==> config.mk <==
export PLATFORM = sky130hd
export DESIGN_NAME = fc_layer_sequencer
export DESIGN_NICKNAME = d
export VERILOG_FILES = /design/src/rtl/fc_layer_sequencer.sv
export SDC_FILE = /design/constraint.sdc
export NUM_CORES = 1
export LEC_CHECK = 0
export BUFFER_PORTS_ARGS = -buffer_cell sky130_fd_sc_hd__buf_4
export CAP_MARGIN = 15
export CORE_ASPECT_RATIO = 0.75
export CORE_MARGIN = 1.5
export CORE_UTILIZATION = 45
export DETAILED_ROUTE_END_ITERATION = 10
export GPL_TIMING_DRIVEN = 1
export HOLD_SLACK_MARGIN = 0.05
export MAX_ROUTING_LAYER = met4
export PLACE_DENSITY = 0.79
export SYNTH_ARGS = -nofsm -noshare
export SYNTH_HDL_FRONTEND = slang
export SYNTH_SLANG_ARGS = --single-unit
==> constraint.sdc <==
create_clock -name clk -period 3.6 [get_ports clk]
set_clock_uncertainty 0.2 [all_clocks]
set_input_delay 0.36 -clock clk [delete_from_list [all_inputs] [get_ports clk]]
set_output_delay 0.36 -clock clk [all_outputs]
set_load 0.005 [all_outputs]
==> src/rtl/fc_layer_sequencer.sv <==
// Time-multiplexed fully connected layer controller: walks NUM_OUTPUTS dot products of
// INPUT_SIZE terms through one shared external fma unit and streams one result per neuron.
module fc_layer_sequencer #(
    parameter int INPUT_SIZE  = 32,
    parameter int NUM_OUTPUTS = 16,
    parameter int FMA_LAT     = 1,
    localparam int IA_W = (INPUT_SIZE > 1) ? $clog2(INPUT_SIZE) : 1,
    localparam int WA_W = (INPUT_SIZE * NUM_OUTPUTS > 1) ? $clog2(INPUT_SIZE * NUM_OUTPUTS) : 1,
    localparam int OA_W = (NUM_OUTPUTS > 1) ? $clog2(NUM_OUTPUTS) : 1
) (
    input  logic            clk,
    input  logic            rst_n,
    input  logic            start,
    output logic            busy,
    output logic            done,
    output logic            rd_en,
    output logic [IA_W-1:0] in_addr,
    output logic [WA_W-1:0] w_addr,
    input  logic [31:0]     in_rdata,
    input  logic [31:0]     w_rdata,
    output logic [31:0]     fma_a,
    output logic [31:0]     fma_b,
    output logic [31:0]     fma_c,
    input  logic [31:0]     fma_result,
    output logic [31:0]     out_data,
    output logic [OA_W-1:0] out_idx,
    output logic            out_valid,
    input  logic            out_ready
);

    localparam logic [2:0] S_IDLE = 3'd0;
    localparam logic [2:0] S_READ = 3'd1;
    localparam logic [2:0] S_LOAD = 3'd2;
    localparam logic [2:0] S_WAIT = 3'd3;
    localparam logic [2:0] S_ACC  = 3'd4;
    localparam logic [2:0] S_OUT  = 3'd5;
    localparam logic [2:0] S_DONE = 3'd6;

    localparam int              CNT_W     = (FMA_LAT > 2) ? $clog2(FMA_LAT - 1) : 1;
    localparam logic [CNT_W-1:0] WAIT_LAST = CNT_W'((FMA_LAT > 1) ? FMA_LAT - 2 : 0);
    localparam logic [IA_W-1:0]  I_LAST    = IA_W'(INPUT_SIZE - 1);
    localparam logic [OA_W-1:0]  J_LAST    = OA_W'(NUM_OUTPUTS - 1);

    logic [2:0]       state_q, state_d;
    logic [IA_W-1:0]  i_q, i_d;
    logic [OA_W-1:0]  j_q, j_d;
    logic [WA_W-1:0]  w_q, w_d;
    logic [31:0]      acc_q, acc_d;
    logic [31:0]      fb_q, fb_d;
    logic [31:0]      fc_q, fc_d;
    logic [CNT_W-1:0] cnt_q, cnt_d;

    // w_q tracks j*INPUT_SIZE+i incrementally: every term step and every row step adds one.
    always_comb begin
        state_d = state_q;
        i_d     = i_q;
        j_d     = j_q;
        w_d     = w_q;
        acc_d   = acc_q;
        fb_d    = fb_q;
        fc_d    = fc_q;
        cnt_d   = cnt_q;
        case (state_q)
            S_IDLE: begin
                if (start) begin
                    i_d     = '0;
                    j_d     = '0;
                    w_d     = '0;
                    acc_d   = '0;
                    state_d = S_READ;
                end
            end
            S_READ: state_d = S_LOAD;
            S_LOAD: begin
                fb_d    = w_rdata;
                fc_d    = in_rdata;
                cnt_d   = '0;
                state_d = (FMA_LAT > 1) ? S_WAIT : S_ACC;
            end
            S_WAIT: begin
                cnt_d = cnt_q + 1'b1;
                if (cnt_q == WAIT_LAST) state_d = S_ACC;
            end
            S_ACC: begin
                acc_d = fma_result;
                if (i_q == I_LAST) begin
                    state_d = S_OUT;
                end else begin
                    i_d     = i_q + 1'b1;
                    w_d     = w_q + 1'b1;
                    state_d = S_READ;
                end
            end
            S_OUT: begin
                if (out_ready) begin
                    if (j_q == J_LAST) begin
                        state_d = S_DONE;
                    end else begin
                        j_d     = j_q + 1'b1;
                        i_d     = '0;
                        w_d     = w_q + 1'b1;
                        acc_d   = '0;
                        state_d = S_READ;
                    end
                end
            end
            S_DONE:  state_d = S_IDLE;
            default: state_d = S_IDLE;
        endcase
    end

    always_ff @(posedge clk or negedge rst_n) begin
        if (!rst_n) begin
            state_q <= S_IDLE;
            i_q     <= '0;
            j_q     <= '0;
            w_q     <= '0;
            acc_q   <= '0;
            fb_q    <= '0;
            fc_q    <= '0;
            cnt_q   <= '0;
        end else begin
            state_q <= state_d;
            i_q     <= i_d;
            j_q     <= j_d;
            w_q     <= w_d;
            acc_q   <= acc_d;
            fb_q    <= fb_d;
            fc_q    <= fc_d;
            cnt_q   <= cnt_d;
        end
    end

    assign busy      = (state_q != S_IDLE);
    assign done      = (state_q == S_DONE);
    assign rd_en     = (state_q == S_READ);
    assign out_valid = (state_q == S_OUT);
    assign in_addr   = i_q;
    assign w_addr    = w_q;
    assign fma_a     = acc_q;
    assign fma_b     = fb_q;
    assign fma_c     = fc_q;
    assign out_data  = acc_q;
    assign out_idx   = j_q;

endmodule
# ---- After elaboration in Yosys (flattened, before gate mapping)
# Index checks and enable logic that the tools add are counted.
dict set report op_classes {
  n_addsub 4
  eq_ne 13
  muxes 25
  reduce_logical 9
}
# operator n
set op_table {}
lappend op_table {{$mux 32} 3}
lappend op_table {{$pmux 32 s3} 1}
lappend op_table {{$mux 9} 4}
lappend op_table {{$pmux 9 s3} 1}
lappend op_table {{$mux 5} 4}
lappend op_table {{$pmux 3 s6} 1}
lappend op_table {{$mux 3} 5}
lappend op_table {{$pmux 5 s3} 1}
lappend op_table {{$mux 4} 3}
lappend op_table {{$add 9x1->9 const B} 1}
lappend op_table {{$eq 3x3->1 const B} 3}
lappend op_table {{$ne 2x2->1 const B} 4}
lappend op_table {{$pmux 4 s2} 1}
lappend op_table {{$reduce_and 4->1} 2}
lappend op_table {{$eq 3x2->1 const B} 2}
lappend op_table {{$reduce_bool 3->1} 2}
lappend op_table {{$add 5x1->5 const B} 1}
lappend op_table {{$eq 5x5->1 const B} 1}
lappend op_table {{$reduce_and 5->1} 1}
lappend op_table {{$add 4x1->4 const B} 1}
lappend op_table {{$eq 4x4->1 const B} 1}
lappend op_table {{$reduce_bool 2->1} 2}
lappend op_table {{$eq 3x1->1 const B} 1}
lappend op_table {{$logic_not 3->1} 1}
lappend op_table {{4 further kinds} 4}
dict set report totals {
  reg_bits 118
  output_inout_bits 150
  wordCells 59
}

# ---- Logic depth before layout (Yosys ltp)
dict set report depth {
  depth_word 4
  mapped_depth 8
  ltp_nobuf 7
}

# ---- Worst setup path before layout
# OpenSTA, ideal clock, no wires.
dict set report synth_path {
  kind {register -> register}
  startpoint {register i_q[0] (netlist: in_addr[0])}
  endpoint {register i_q[2] (netlist: in_addr[2])}
  required_ps 3274
  arrival_ps 2142
  setup_ps 126
  setup_slack_ps 1132
  period_less_slack_ps 2468
  path_stages_with_launch 9
  path_buffers 1
  path_cell_list {dfrtp_1 -> ha_1 -> and3_1 -> ha_1 -> nand2b_1 -> a211o_1 -> and2_4 -> buf_6 -> a221o_1}
}
dict set report synth_between {
  elab_chain_cells 3
  word_cells_on_any_way 6
  cone_classes {1 x add/sub; 2 x eq/ne; 2 x mux; 1 x reduce/logical}
}
# element line_no
set synth_rtl {}
lappend synth_rtl {{start, declared} 45} ;# logic [IA_W-1:0] i_q, i_d;
lappend synth_rtl {{start signal, assigned} 124} ;# i_q <= i_d;
lappend synth_rtl {{$add 5x1->5 / $eq 5x5->1 (equally long branches)} {89, 86}}
lappend synth_rtl {{$mux 5 / $ne 2x2->1 (equally long branches)} n/a}
lappend synth_rtl {{$pmux 5 s3 / $reduce_and 5->1 (equally long branches)} n/a}
# Several ways; a longest one is shown, not always the timed one. The select of a mux whose other input is x is not followed.
# A chain may end at the register's enable or synchronous reset.

# ---- Worst setup path after layout
# Same ends and word-level chain as after synthesis.

==> summary.md <==
| Metric | Value |
|---|---|
| Status | `completed` |
| Later-pin clock latency in the skew report | `slightly above 0.4 ns` |
| NumNets Final | `800` |
| Crit share post-route | `0.717` |
| CTS Root Cell | `clkbuf_16` |
| Initial core utilization | `0.459` |
| Switching part of the total | `0.327` |
| Psw | `around 2.2 mW` |
| Gr ovfl total | `0` |
| DR pass1 iterations | `5` |
| Initial antenna violation count | `0` |
| CTS tree | `done` |
| Sink Count | `between 100 and 150` |
| Clock Path Buffers | `2` |
| Setup TNS | `0 ns` |
| WP data required | `~3.7 ns` |
| Synth area leader | `dfrtp_1` |
| Final worst path period need | `between 2 and 3 ns` |
| Antenna diodes | `0` |
| Final-report setup violation count | `0` |
| Worst-path clk slew | `approximately 0.06 ns` |
| Mapped Cells | `377` |
| Power density over the cells | `approximately 820 mW/mm²` |
| CP peak stage delay | `0.43 ns` |
| Final Wtd Congestion | `0.849` |
| Post-synthesis cell type count | `42` |
| Max FO, Critical Path | `10` |
| Met2 usage | `0.479` |
| Drt wl/cell | `around 19 µm` |
| Mapped Area | `between 0.004 and 0.005 mm²` |
| DP Wirelength | `just under 10 mm` |
| Max-slew violations | `0` |
| ANT nets after route | `0` |
| Family with the most delay on the worst path | `compound AO/OA/AOI/OAI gates` |
| Largest net degree at the start of global routing | `61` |
| Max_cap viols | `0` |
| Max Fclk | `just under 400 MHz` |
| Comb pwr share | `0.401` |
| Most Crowded Layer GR | `met2` |
| Avg Cell Area, Syn | `between 10 and 15 µm²` |
| Total CTS buffers | `17` |
| Input/output buffers | `around 250` |
| Post-synthesis sequential area ratio | `0.593` |
| Rows | `33` |
| # Post-CTS Setup Buffers | `0` |
| Arrival time worst endpoint | `2.67 ns` |
| Die extent in y | `94.1 µm` |
| Seq pwr share | `0.351` |
| Synth top area share | `0.593` |
| DRT iter0 DRCs | `just under 300` |
| CP Depth | `7` |
| H-tree depth | `4` |
| Hold slack | `roughly 0.17 ns` |
| Max stage delay cell, worst path | `dfrtp_1` |
| Worst slew pin tran | `0.793 ns` |
| Final instance area | `~0.0083 mm²` |
| Resize count post-CTS | `0` |
| CP bufs+invs | `0` |
| Worst hold path class | `primary input to flop` |
| Worst R2R Path Depth | `7` |
| Syn Nets | `481` |
| Worst VDD drop | `approximately 420 µV` |
| Syn-to-layout area delta | `66.7%` |
| Vias | `between 4k and 5k` |
| Ys flop type | `dfrtp_1` |
| Worst-path cell chain | `ha_1 -> and3_1 -> ha_1 -> nand2b_1 -> a211o_1 -> and2_4 -> a221o_1` |
| Share of cells above drive strength 1 | `0.497` |
| M1 GR Usage | `0.342` |
| Worst setup path category | `flop to flop` |
| Int Power | `~4.6 mW` |
| All-Layer GR Usage | `0.291` |
| Max-slew headroom | `0.472` |
| Routed WL | `16.2 mm` |
| Core area | `between 0.01 and 0.015 mm²` |
| Number of synthesized flops with an enable pin | `0` |
| Total power | `6.77 mW` |
| Top-Level Pins | `250` |
| Vias in the first global route | `roughly 4.6k` |
| Final hold violations | `0` |
| Area after DPL | `0.00675 mm²` |
| RSZ-0062 raised after global routing | `false` |
| Clock power share | `0.249` |
| Post-CTS Hold Buffers | `97` |
| Die Area | `0.0117 mm²` |
| YS warnings | `0` |
| Largest cells by area after synthesis | `dfrtp_1, mux2_2, a22o_1, buf_4, o21ai_0` |
| Global-route wire length before repair | `about 25 mm` |
| Met3 GRT Util | `0.0826` |
| Die Wd | `about 120 µm` |
| CP startpoint kind | `flop` |
| Asr flop ratio synth | `1.00` |
| Remaining DRCs | `0` |
| Yosys reg bits | `between 100 and 150` |
| Crit end category | `flop` |
| CP most frequent cell | `ha_1` |
| Hold path depth | `3` |
| Leakage | `roughly 4.1 nW` |
| Via-per-instance ratio | `between 5 and 6` |
| Layout Utilization | `0.765` |
-- layer usage --
metal | share of wire | vias up | wire (µm)
li1 | - | 1976 | -
met3 | 0.067 | 36 | 1080
met1 | 0.41 | 2169 | 6570
met4 | 0.022 | 0 | 354
met2 | 0.51 | 205 | 8210
met5 | 0 | - | 0
-- state kept, by name, summed over array words and instances, names as in the netlist --
register,flops
cnt_q,1
out_idx,4
w_addr,9
fma_b,32
fma_c,32
fma_a,32
in_addr,5
state_q,3
-- cell type report --
type | instances | area, µm²
repair buffers | 351 | 2890
multi-input cells | 204 | 1680
clock inverters | 13 | 148
flip-flops and latches | 118 | 2950
well taps | 140 | 175
fillers | 627 | 2560
inverters | 4 | 15.0
clock buffers | 18 | 439
-- Yosys cell counts, types with 2 or more instances --
cell	count
a211o_1	3
mux2_2	64
o22ai_1	3
and3_1	6
nand4_1	3
buf_2	9
or4_1	3
a21oi_1	4
nor2_1	3
o21ai_0	14
buf_4	32
inv_1	4
ha_1	4
nor3_1	2
buf_6	2
clkbuf_1	7
nor2b_1	4
o211ai_1	4
nand2b_1	9
dfrtp_1	118
a22o_1	32
a21o_1	5
nand3_1	10
nand2_1	14
-- path summary, 6_finish.rpt --
check	slack, ns	start	end
max in group asynchronous	2.01	rst_n	fma_c[8]$_DFFE_PN0N_
setup / recovery	1.02	in_addr[0]$_DFFE_PN0P_	in_addr[2]$_DFFE_PN0P_
hold / removal	0.17	out_ready	out_idx[3]$_DFFE_PN0P_
setup reg to reg	1.02	in_addr[0]$_DFFE_PN0P_	in_addr[2]$_DFFE_PN0P_
hold reg to reg	0.31	fma_c[9]$_DFFE_PN0N_	fma_c[9]$_DFFE_PN0N_
min in group asynchronous	0.37	rst_n	w_addr[5]$_DFFE_PN0P_
-- worst register-to-register path: stages, from the launching register on --
cell	delay [ns]
dfrtp_1	0.43
ha_1	0.24
and3_1	0.19
ha_1	0.23
nand2b_1	0.16
a211o_1	0.42
and2_4	0.25
a221o_1	0.36
-- placed cells by master, fill, tap and decap left out, types with 3 or more instances in the layout --
cell and instances:
buf_4 253, dfrtp_1 118, dlygate4sd3_1 97, mux2_2 64, a22o_1 32, clkbuf_16 17, nand2_1 14, o21ai_0 14
nand3_1 10, nand2b_1 9, and3_1 6, a21o_1 5, inv_1 4, o211ai_1 4, nor2b_1 4, a21oi_1 4
ha_1 4, clkinvlp_4 4, inv_6 4, a211o_1 3, nand4_1 3, or4_1 3, o22ai_1 3
-- kinds of logic after synthesis --
group | count (synthesis) | share of synthesized area
and+or+nand+nor | 62 | 0.0696
DFF | 118 | 0.593
buffers and inverters | 55 | 0.0708
muxes | 64 | 0.145
adders and majority gates | 4 | 0.0100
AOI/OAI and AO/OA | 74 | 0.112
-- power groups by stage --
stage / logic [mW] / clock network (mW) / registers, mW
after CTS: 2.66 / 1.69 / 2.33
after detailed placement: 2.56 / 0 / 2.34
after global placement: 2.48 / 0 / 2.31
after global routing: 2.91 / 1.76 / 2.45
final: 2.71 / 1.68 / 2.37
after floorplan: 1.34 / 0 / 2.28
-- per-stage QoR --
step,setup slack (ns),cells
floorplan,1.13,377
CTS,1.02,848
global placement,1.14,720
finish,1.02,848
detailed placement,1.05,720
global route,0.939,848
No activity file was read; power rests on OpenSTA's default activity.
